## config.mk

```make
export PLATFORM = sky130hd
export DESIGN_NAME = amp_sqrt_sched_flat
export DESIGN_NICKNAME = d
export VERILOG_FILES = /design/src/rtl/amp_sqrt_sched_pkg.sv /design/src/rtl/amp_sqrt_sched_if.sv /design/src/rtl/amp_sqrt_sched_rr_pick.sv /design/src/rtl/amp_sqrt_sched.sv /design/src/flat_wrapper.sv
export SDC_FILE = /design/constraint.sdc
export NUM_CORES = 1
export LEC_CHECK = 0
export BUFFER_PORTS_ARGS = -buffer_cell sky130_fd_sc_hd__buf_2
export CORE_ASPECT_RATIO = 2
export CORE_MARGIN = 8
export CORE_UTILIZATION = 38
export DETAILED_ROUTE_END_ITERATION = 6
export GPL_TIMING_DRIVEN = 0
export SKIP_CTS_REPAIR_TIMING = 1
export SYNTH_ARGS = -nofsm -noshare
export SYNTH_HDL_FRONTEND = slang
export SYNTH_SLANG_ARGS = --single-unit
```

## constraint.sdc

```tcl
create_clock -name clk -period 7.51 [get_ports clk]
set_clock_uncertainty 0.05 [all_clocks]
set_input_delay 0.751 -clock clk [delete_from_list [all_inputs] [get_ports clk]]
set_output_delay 0.751 -clock clk [all_outputs]
set_load 0.005 [all_outputs]
```

## src/rtl/amp_sqrt_sched_pkg.sv

```systemverilog
// Shared types and defaults for the amplitude square-root scheduler.
// States, default channel count, amplitude width and watchdog limit.
package amp_sqrt_sched_pkg;

    typedef enum logic [1:0] {
        IDLE  = 2'd0,
        ISSUE = 2'd1,
        WAIT  = 2'd2
    } state_t;

    localparam int NCH_DEF = 4;
    localparam int M_DEF   = 12;
    localparam int TMO_DEF = 64;
    localparam int CHW     = 3;

endpackage

```

## src/rtl/amp_sqrt_sched_if.sv

```systemverilog
// Request, root-unit and result signals of the scheduler, bundled for port use.
// tmo_err exists only when AMP_SQRT_SCHED_TIMEOUT_EN is defined.
interface amp_sqrt_sched_if
    import amp_sqrt_sched_pkg::*;
#(
    parameter int NCH = NCH_DEF,
    parameter int M   = M_DEF
);
    logic                 ce;
    logic [NCH-1:0]       req_st;
    logic [NCH*2*M-1:0]   req_q;
    logic                 ovf_clr;
    logic                 sq_st;
    logic [2*M-1:0]       sq_q;
    logic                 sq_ok;
    logic [M-1:0]         sq_res;
    logic [NCH*M-1:0]     amp_out;
    logic [NCH-1:0]       amp_vld;
    logic [CHW-1:0]       cur_ch;
    logic                 busy;
    logic [NCH-1:0]       ovf;
`ifdef AMP_SQRT_SCHED_TIMEOUT_EN
    logic                 tmo_err;
`endif

    modport master (
        output ce, req_st, req_q, ovf_clr, sq_ok, sq_res,
        input  sq_st, sq_q, amp_out, amp_vld, cur_ch, busy, ovf
`ifdef AMP_SQRT_SCHED_TIMEOUT_EN
        , input tmo_err
`endif
    );

    modport slave (
        input  ce, req_st, req_q, ovf_clr, sq_ok, sq_res,
        output sq_st, sq_q, amp_out, amp_vld, cur_ch, busy, ovf
`ifdef AMP_SQRT_SCHED_TIMEOUT_EN
        , output tmo_err
`endif
    );

endinterface

```

## src/rtl/amp_sqrt_sched_rr_pick.sv

```systemverilog
// Combinational round-robin picker: first pending channel after ptr, wrapping.
module amp_sqrt_sched_rr_pick
    import amp_sqrt_sched_pkg::*;
#(
    parameter int NCH = NCH_DEF
) (
    input  logic [NCH-1:0] pend_i,
    input  logic [CHW-1:0] ptr_i,
    output logic [CHW-1:0] gnt_o,
    output logic           any_o
);
    logic [3:0]     base;
    logic [3:0]     idx;
    logic [NCH-1:0] rot;

    // rot[k] is the pending bit of channel (ptr+1+k) mod NCH
    always_comb begin
        base  = {1'b0, ptr_i} + 4'd1;
        rot   = NCH'({pend_i, pend_i} >> base);
        gnt_o = '0;
        any_o = 1'b0;
        idx   = '0;
        for (int k = 0; k < NCH; k++) begin
            if (!any_o && rot[k]) begin
                any_o = 1'b1;
                idx   = base + 4'(k);
                if (idx >= 4'(NCH)) begin
                    idx = idx - 4'(NCH);
                end
                gnt_o = idx[CHW-1:0];
            end
        end
    end

endmodule

```

## src/rtl/amp_sqrt_sched.sv

```systemverilog
// Shares one sequential square-root core among NCH channels, round-robin.
// Optional watchdog on the root core: define AMP_SQRT_SCHED_TIMEOUT_EN.
module amp_sqrt_sched
    import amp_sqrt_sched_pkg::*;
#(
    parameter int NCH = NCH_DEF,
    parameter int M   = M_DEF
`ifdef AMP_SQRT_SCHED_TIMEOUT_EN
    , parameter int TMO = TMO_DEF
`endif
) (
    input logic             clk,
    input logic             rst_n,
    amp_sqrt_sched_if.slave bus
);
    localparam int W = 2 * M;

    state_t         state_q, state_d;
    logic [NCH-1:0] pend_q, pend_d;
    logic [NCH-1:0] ovf_q, ovf_d;
    logic [NCH-1:0] vld_q, vld_d;
    logic [W-1:0]   slot_q [NCH];
    logic [W-1:0]   slot_d [NCH];
    logic [M-1:0]   amp_q [NCH];
    logic [M-1:0]   amp_d [NCH];
    logic [W-1:0]   opnd_q, opnd_d;
    logic           st_q, st_d;
    logic [CHW-1:0] ptr_q, ptr_d;
    logic [CHW-1:0] cur_q, cur_d;
    logic [CHW-1:0] gnt;
    logic           any;
    logic           grant;
`ifdef AMP_SQRT_SCHED_TIMEOUT_EN
    localparam int CW = $clog2(TMO + 1);
    logic [CW-1:0]  cnt_q, cnt_d;
    logic           tmo_q, tmo_d;
`endif

    amp_sqrt_sched_rr_pick #(.NCH(NCH)) u_pick (
        .pend_i (pend_q),
        .ptr_i  (ptr_q),
        .gnt_o  (gnt),
        .any_o  (any)
    );

    assign grant = (state_q == IDLE) && any;

    always_comb begin
        state_d = state_q;
        pend_d  = pend_q;
        ovf_d   = bus.ovf_clr ? '0 : ovf_q;
        vld_d   = '0;
        slot_d  = slot_q;
        amp_d   = amp_q;
        opnd_d  = opnd_q;
        st_d    = 1'b0;
        ptr_d   = ptr_q;
        cur_d   = cur_q;
`ifdef AMP_SQRT_SCHED_TIMEOUT_EN
        cnt_d   = cnt_q;
        tmo_d   = bus.ovf_clr ? 1'b0 : tmo_q;
`endif
        // A grant reads the old slot word; a coincident strobe refills the slot
        for (int i = 0; i < NCH; i++) begin
            if (grant && gnt == CHW'(i)) begin
                opnd_d    = slot_q[i];
                pend_d[i] = 1'b0;
            end
            if (bus.req_st[i]) begin
                slot_d[i] = bus.req_q[i*W +: W];
                pend_d[i] = 1'b1;
                if (pend_q[i] && !(grant && gnt == CHW'(i))) begin
                    ovf_d[i] = 1'b1;
                end
            end
        end

        case (state_q)
            IDLE: begin
                if (grant) begin
                    cur_d   = gnt;
                    st_d    = 1'b1;
                    state_d = ISSUE;
                end
            end
            ISSUE: begin
`ifdef AMP_SQRT_SCHED_TIMEOUT_EN
                cnt_d   = '0;
`endif
                state_d = WAIT;
            end
            WAIT: begin
                if (bus.sq_ok) begin
                    for (int i = 0; i < NCH; i++) begin
                        if (cur_q == CHW'(i)) begin
                            amp_d[i] = bus.sq_res;
                            vld_d[i] = 1'b1;
                        end
                    end
                    ptr_d   = cur_q;
                    state_d = IDLE;
                end
`ifdef AMP_SQRT_SCHED_TIMEOUT_EN
                else if (cnt_q == CW'(TMO - 1)) begin
                    tmo_d   = 1'b1;
                    ptr_d   = cur_q;
                    state_d = IDLE;
                end else begin
                    cnt_d = cnt_q + 1'b1;
                end
`endif
            end
            default: state_d = IDLE;
        endcase
    end

    always_ff @(posedge clk or negedge rst_n) begin
        if (!rst_n) begin
            state_q <= IDLE;
            pend_q  <= '0;
            ovf_q   <= '0;
            vld_q   <= '0;
            opnd_q  <= '0;
            st_q    <= 1'b0;
            ptr_q   <= CHW'(NCH - 1);
            cur_q   <= '0;
            for (int i = 0; i < NCH; i++) begin
                slot_q[i] <= '0;
                amp_q[i]  <= '0;
            end
`ifdef AMP_SQRT_SCHED_TIMEOUT_EN
            cnt_q   <= '0;
            tmo_q   <= 1'b0;
`endif
        end else if (bus.ce) begin
            state_q <= state_d;
            pend_q  <= pend_d;
            ovf_q   <= ovf_d;
            vld_q   <= vld_d;
            opnd_q  <= opnd_d;
            st_q    <= st_d;
            ptr_q   <= ptr_d;
            cur_q   <= cur_d;
            slot_q  <= slot_d;
            amp_q   <= amp_d;
`ifdef AMP_SQRT_SCHED_TIMEOUT_EN
            cnt_q   <= cnt_d;
            tmo_q   <= tmo_d;
`endif
        end
    end

    for (genvar g = 0; g < NCH; g++) begin : g_amp
        assign bus.amp_out[g*M +: M] = amp_q[g];
    end

    assign bus.sq_st   = st_q;
    assign bus.sq_q    = opnd_q;
    assign bus.amp_vld = vld_q;
    assign bus.cur_ch  = cur_q;
    assign bus.busy    = (state_q != IDLE);
    assign bus.ovf     = ovf_q;
`ifdef AMP_SQRT_SCHED_TIMEOUT_EN
    assign bus.tmo_err = tmo_q;
`endif

endmodule

```

## src/flat_wrapper.sv

```systemverilog
// flat-port wrapper written by rule: the top's interface ports become plain ports
module amp_sqrt_sched_flat import amp_sqrt_sched_pkg::*;
#(
    parameter int NCH = NCH_DEF,
    parameter int M   = M_DEF

)
  (clk, rst_n, bus_ce, bus_req_st, bus_req_q, bus_ovf_clr, bus_sq_ok, bus_sq_res, bus_sq_st, bus_sq_q, bus_amp_out, bus_amp_vld, bus_cur_ch, bus_busy, bus_ovf);
  amp_sqrt_sched_if #(.NCH(NCH), .M(M)) bus_i ();
  input logic clk;
  input logic rst_n;
  input wire logic [$bits(bus_i.ce)-1:0] bus_ce;
  input wire logic [$bits(bus_i.req_st)-1:0] bus_req_st;
  input wire logic [$bits(bus_i.req_q)-1:0] bus_req_q;
  input wire logic [$bits(bus_i.ovf_clr)-1:0] bus_ovf_clr;
  input wire logic [$bits(bus_i.sq_ok)-1:0] bus_sq_ok;
  input wire logic [$bits(bus_i.sq_res)-1:0] bus_sq_res;
  output wire logic [$bits(bus_i.sq_st)-1:0] bus_sq_st;
  output wire logic [$bits(bus_i.sq_q)-1:0] bus_sq_q;
  output wire logic [$bits(bus_i.amp_out)-1:0] bus_amp_out;
  output wire logic [$bits(bus_i.amp_vld)-1:0] bus_amp_vld;
  output wire logic [$bits(bus_i.cur_ch)-1:0] bus_cur_ch;
  output wire logic [$bits(bus_i.busy)-1:0] bus_busy;
  output wire logic [$bits(bus_i.ovf)-1:0] bus_ovf;
  assign bus_i.ce = bus_ce;
  assign bus_i.req_st = bus_req_st;
  assign bus_i.req_q = bus_req_q;
  assign bus_i.ovf_clr = bus_ovf_clr;
  assign bus_i.sq_ok = bus_sq_ok;
  assign bus_i.sq_res = bus_sq_res;
  assign bus_sq_st = bus_i.sq_st;
  assign bus_sq_q = bus_i.sq_q;
  assign bus_amp_out = bus_i.amp_out;
  assign bus_amp_vld = bus_i.amp_vld;
  assign bus_cur_ch = bus_i.cur_ch;
  assign bus_busy = bus_i.busy;
  assign bus_ovf = bus_i.ovf;
  amp_sqrt_sched #(.NCH(NCH), .M(M)) u_core (.clk(clk), .rst_n(rst_n), .bus(bus_i));
endmodule
```

==> results of run 1 <==
sequential cells by signal (all words and copies together) (netlist names), 2 cells and up:
signal and count:
u_core.ptr_q 3, u_core.bus.ovf 4, u_core.bus.sq_q 24, u_core.bus.amp_vld 4, u_core.slot_q 96, u_core.bus.amp_out 48
u_core.state_q 2, u_core.pend_q 4, u_core.bus.cur_ch 3
cell usage after synthesis (2+ instances only):
cell      count
a31oi_1      27
mux4_2        2
nor4_1       29
o31ai_1       4
dfstp_2       2
and3_1       49
buf_2        20
o21ai_0       9
a41oi_2       2
a32o_1       25
o31a_1       24
nand3_1      26
a21oi_1      25
nor2_1        7
inv_1         8
nand2b_1      4
a221oi_1     24
xor2_1        2
buf_4         4
nor3_1       27
clkbuf_1     50
or3_1         2
o22a_1        3
buf_1         2
buf_6         3
nand4b_1      2
ha_1          4
a21o_1        6
nand2_1      69
dfrtp_1     187
mux2_2      147
nand4_1      26
metal layers:
layer	global-route usage, %	vias to the layer above	routed length [µm]
li1	-	3707	-
met1	20.3	4138	11100
met2	39.2	305	17700
met3	5.93	82	2050
met4	13.9	2	1990
met5	0	-	10
power by group through the flow:
stage               sequential (mW)  combinational (mW)  clock, mW
finish                         1.52                2.81      0.909
global placement               1.53                2.75          0
CTS                            1.52                2.80      0.938
floorplan                      1.49                1.75          0
global route                   1.56                3.01      0.972
detailed placement             1.54                2.79          0
cells in the final DEF, fill, tap and decap left out, drive strengths merged, types with 2 or more instances in the layout:
cell type	instances
buf	230
dfrtp	187
mux2	147
nand2	69
clkbuf	69
and3	49
nor4	29
a31oi	28
nor3	27
nand3	26
nand4	26
a21oi	25
a32o	25
a221oi	24
o31a	24
inv	13
o21ai	9
nor2	8
clkinv	7
a21o	6
o31ai	5
nand2b	4
ha	4
o22a	3
mux2i	3
diode	2
xor2	2
nand4b	2
mux4	2
a41oi	2
or3	2
dfstp	2
o221a	2
o22ai	2
cells by family (layout without fill, tap and decap cells):
| kind of cell | count (synthesis) | after routing |
|---|---|---|
| flops | 189 | 189 |
| compound gates | 168 | 168 |
| xor+xnor | 2 | 2 |
| simple gates | 247 | 247 |
| other cells | 0 | 2 |
| fa+ha+maj | 4 | 4 |
| buf+inv | 88 | 321 |
| mux | 152 | 152 |
stage by stage:
step                power, mW  hold WS (ns)  utilization [%]
floorplan                3.24         0.405                -
global placement         4.28         0.409             44.3
detailed placement       4.33         0.422             44.4
CTS                      5.26         0.255             46.8
global route             5.54         0.298             46.8
finish                   5.24         0.237             46.8
critical path, delay by kind of cell, from the launching register on:
| family | cells | cell delay (ns) |
|---|---|---|
| simple gates | 1 | 0.17 |
| flops | 1 | 0.55 |
| compound gates | 5 | 1.85 |
| buf+inv | 4 | 0.69 |
| fa+ha+maj | 2 | 0.65 |
cell type report:
type | instances | area share (%)
Clock buffer | 19 | 3.79
Antenna cell | 2 | 0.0428
Multi-Input combinational cell | 573 | 38.5
Buffer | 79 | 3.07
Inverter | 9 | 0.289
Clock inverter | 13 | 1.32
Timing Repair Buffer | 201 | 8.89
Sequential cell | 189 | 40.5
Tap cell | 336 | 3.60
final timing paths:
check / end
setup / recovery: u_core.bus.sq_q[22]
hold / removal: u_core.bus.amp_out[26]
setup reg to reg: u_core.bus.sq_q[22]
hold reg to reg: u_core.bus.amp_vld[0]
max in group asynchronous: u_core.slot_q[53]
min in group clk: u_core.bus.amp_vld[0]
==> reports/results.ini, run 1 <==
[cells_and_area]
multi_input_area_um2=4490
seq_area_um2=4730
final_area_um2=11700
fillers=2417
instances_no_fill=1421
drive_gt1_share_pct=39.4
final_nets=1191
syn_to_final_growth_pct=21.4

[pwr]
netSwitchingFraction_pct=46.4
p_leak_nw=5.37
comb_power_share_pct=53.6
seq_power_share_pct=29.0
p_clk_share_pct=17.4
power_density_nw_per_um2=448
switching_power_mw=2.43
p_int_mw=2.81
max-vdd-ir-drop_v=0.000241

[die]
initial_core_util_pct=38.6
ios=202
core_area_um2=24900
dieArea_um2=31000
num_rows=82
die_x_um=129
die_h_um=241

[placement]
gp_congestion=0.890
placed_area_um2=11100
dp.cells=1387
dp_hpwl_um=25000
dp_slack_ns=3.48
io_buffer_count=200

[synthesis]
synth_simple_gate_area_share_pct=13.5
yosysTopAreaCellShare_pct=48.6
synthesis.area_um2=9620
yosysUniqueCellTypes=61
synthMuxAreaShare_pct=18.2
synth.avg_cell_area_um2=11.3
synth_top_family_by_area=multiplexers
syn_inst=850
synth-edff-count=0
syn_nets=971
yosysSeqAreaShare_pct=49.2
synth-seq-cells=189
netlist_top_cells_area=dfrtp_1, mux2_2, and3_1
synthAdderAreaFrac_pct=0.520
synthXorXnorAreaFrac_pct=0.182
synthFlopType=dfrtp_1
yosysWarnings=0
async_reset_ff_share_pct=100
synth_compound_area_share_pct=14.3
yosysTopAreaCell=dfrtp_1

[timing]
fin_tns_setup_ns=0
max_freq_mhz=245
setup_viol=0
min_period_ns=4.08
hold_violations=0
fin_crit_sh_pct=54.3
rsz0062_at_grt=no
report.final.slew_viol_count=0
worstMarginPinSlew_ns=0.989
slew-limit-headroom_pct=33.7
fin_ws_ns=3.43

[setup_path]
critPathMaxFanout=10
start_kind=flip-flop
critPathSlowestCell=o31ai_2
required_ns=7.81
r2r_slack_ns=3.43
crit_arrival_ns=4.37
crit_path_start=u_core.ptr_q[0]
reg2reg_depth=12
r2r-start=u_core.ptr_q[0]
path_cells=buf_4, inv_2, clkbuf_1, ha_1, inv_1, ha_1, nand4b_1, o221a_2, o31a_1, o31ai_2, a31oi_1, a32o_1
end_kind=flip-flop
slowest_delay_ns=0.80
crit_type=flip-flop to flip-flop
crit_top_cell=ha_1

[cts]
cts_root_buf=clkbuf_16
clkTransAtPathRegs_ns=0.07
clkLatencyLatePin_ns=0.46
ctsLongestPathBuffers=2
cts_tree=built
clock-sinks=189
cts_max_level=4
numCtsBuffers=17

[route]
ant_nets=0
drt_iter0_markers=706
firstDrtPassIters=5
wl_per_cell_um=23.1
drc=0
totalWireLength_um=32800
viasPerCell=5.79
via_count=8234

[global_route]
antenna_found_initial=4
grt_pass1_wl_um=49600
grt_pass1_vias=8726
grt_max_degree=98
grt.total_usage_pct=21.4
overflow=0

[worst_hold_path]
min-delay-path-class=input pin to asynchronous set/reset pin

[run_status]
status=complete, no violations

[flow_run]
drv_cap=0

No activity file was read; power rests on OpenSTA's default activity.
==> inputs of run 2 (changes only) <==
Settings changed: ABC_AREA set to 1.
Clock period 7.51 ns to 4.3 ns, I/O delays scaled along.
==> reports/results.ini, run 2 <==
[run_status]
status=complete, no violations

[die]
die_h_um=229  ; -4.9%
core_area_um2=22500  ; -9.6%
die_x_um=123  ; -4.6%
initial_core_util_pct=38.3  ; -0.32 points
dieArea_um2=28100  ; -9.4%
ios=202  ; unchanged
num_rows=78  ; -4.9%

[pwr]
power_density_nw_per_um2=763  ; +70%
max-vdd-ir-drop_v=0.000404  ; +67%
p_leak_nw=5.64  ; +5.1%
finalPower_mw=8.11  ; +55%

[timing]
slew-limit-headroom_pct=34.9  ; +1.2 points
worstMarginPinSlew_ns=0.969  ; -0.0198 ns
fin_crit_sh_pct=73.4  ; +19 points
report.final.slew_viol_count=0  ; unchanged
hold_violations=0  ; unchanged
min_period_ns=3.16  ; -0.922 ns
max_freq_mhz=317  ; +29%
setup_viol=0  ; unchanged
rsz0062_at_grt=no
fin_tns_setup_ns=0  ; unchanged

[route]
via_count=7324  ; -11%
wl_per_cell_um=18.5  ; -20%
ant_nets=0  ; unchanged
drc=0  ; unchanged
drt_iter0_markers=391  ; -45%
viasPerCell=4.90  ; -15%
firstDrtPassIters=7  ; +2
totalWireLength_um=27700  ; -16%

[synthesis]
synthesis.area_um2=8630  ; -10%
syn_inst=979  ; +15%
synth-edff-count=0  ; unchanged
yosysSeqAreaShare_pct=54.9  ; +5.7 points
synth.avg_cell_area_um2=8.81  ; -22%
ys_top_cells_by_count=nand2_1, dfrtp_1, inv_1
synth-seq-cells=189  ; unchanged
yosysWarnings=0  ; unchanged
yosysTopAreaCellShare_pct=54.2  ; +5.6 points
yosysMostFrequentCell=nand2_1
netlist_top_cells_area=dfrtp_1, nand2_1, o21ai_0
yosysTopAreaCell=dfrtp_1
synthFlopType=dfrtp_1
async_reset_ff_share_pct=100  ; unchanged
yosysUniqueCellTypes=38  ; -38%
syn_nets=1100  ; +13%

[cells_and_area]
final_area_um2=10600  ; -9.1%
instances_no_fill=1494  ; +5.1%
largest_reg_flops=96  ; unchanged
diodes=0  ; -2
regMostFlops=u_core.slot_q
final_cell_mix=nand2_1, buf_2, dfrtp_1
mostFrequentLayoutCell=nand2_1
fillers=2225  ; -7.9%
final_nets=1322  ; +11%
syn_to_final_growth_pct=23.1
drive_gt1_share_pct=27.1  ; -12 points

[setup_path]
crit_type=flip-flop to flip-flop
start_kind=flip-flop
required_ns=4.59  ; -3.22 ns
crit_arrival_ns=3.45  ; -0.92 ns
end_kind=flip-flop
critPathMaxFanout=10  ; unchanged

[global_route]
antenna_found_initial=0  ; -4
grt.total_usage_pct=20.1  ; -1.3 points
grt_max_degree=107  ; +9.2%
overflow=0  ; unchanged
grt_pass1_wl_um=42000  ; -15%
grt_pass1_vias=7619  ; -13%

[cts]
clock-sinks=189  ; unchanged
cts_root_buf=clkbuf_16
clkTransAtPathRegs_ns=0.07  ; about the same
clkLatencyLatePin_ns=0.45  ; about the same
cts_tree=built
cts_max_level=4  ; unchanged
ctsLongestPathBuffers=2  ; unchanged
numCtsBuffers=17  ; unchanged

[placement]
dp_hpwl_um=21700  ; -13%
placed_area_um2=10000  ; -9.5%
gp_congestion=0.837  ; -6.0%
dp.cells=1461  ; +5.3%
io_buffer_count=201  ; +0.50%

[flow_run]
drv_cap=0  ; unchanged

[worst_hold_path]
min-delay-path-class=input pin to flip-flop

run 2: per-layer routing:
| metal | track usage (%) | vias up | routed length [µm] |
|---|---|---|---|
| met5 | 0 | - | 0 |
| met4 | 10.4 | 0 | 1230 |
| met3 | 5.45 | 41 | 1510 |
| met2 | 37.6 | 208 | 15500 |
| met1 | 19.0 | 3478 | 9510 |
| li1 | - | 3597 | - |
run 2: final timing paths:
path	depth (start not counted)	end	startpoint	slack, ns
min in group asynchronous	2	u_core.slot_q[83]	rst_n	0.51
worst max-delay path	18	u_core.bus.sq_q[21]	u_core.ptr_q[0]	1.14
max in group asynchronous	3	u_core.slot_q[39]	rst_n	2.72
worst max register to register	18	u_core.bus.sq_q[21]	u_core.ptr_q[0]	1.14
worst min-delay path	3	u_core.slot_q[7]	bus_req_q[79]	0.13
worst min register to register	2	u_core.bus.sq_st	u_core.bus.sq_st	0.42
run 2: per-stage QoR:
stage	setup WS [ns]	hold WS [ns]	util (%)
after detailed placement	1.19	0.410	44.5
final	1.14	0.133	47.1
after floorplan	1.75	0.0844	-
after global placement	-0.518	0.409	44.3
after CTS	1.17	-0.0713	47.1
after global routing	0.954	0.129	47.1
run 2: final cells by class:
| type | count | area (µm²) | share of cell area [%] |
|---|---|---|---|
| clock buffers | 20 | 457 | 4.30 |
| repair buffers | 203 | 1050 | 9.92 |
| plain buffers | 52 | 256 | 2.41 |
| inverters | 107 | 412 | 3.88 |
| clock inverters | 12 | 134 | 1.26 |
| multi-input cells | 631 | 3230 | 30.4 |
| flip-flops and latches | 189 | 4730 | 44.6 |
| well taps | 280 | 350 | 3.30 |
run 2: critical path: stages, from the launching register on:
cell and delay [ns]:
dfstp_2 0.56, inv_2 0.05, buf_6 0.13, ha_1 0.37, inv_1 0.08, ha_1 0.20
inv_1 0.07, nand2_1 0.05, nand2_1 0.06, nand2_1 0.05, nand3_1 0.10, o21ai_2 0.09
nor2_8 0.22, buf_2 0.30, nand4_1 0.12, nand3_1 0.25, nand2_1 0.14, nand2_1 0.09
nand2_1 0.05
run 2: cells by family after synthesis:
logic type                 Yosys count  synth area share, %
and+or+nand+nor                    428                 22.1
buffers and inverters              159                 7.74
muxes                               24                 3.13
adders and majority gates            4                0.580
AOI/OAI and AO/OA                  174                 11.4
xor gates and xnor gates             1                0.102
DFF                                189                 54.9
run 2: where the power goes:
part | internal, mW | total (mW) | switching (mW)
clock network | 0.893 | 1.61 | 0.721
logic | 1.31 | 3.96 | 2.65
registers | 2.25 | 2.53 | 0.280
total | 4.46 | 8.11 | 3.65
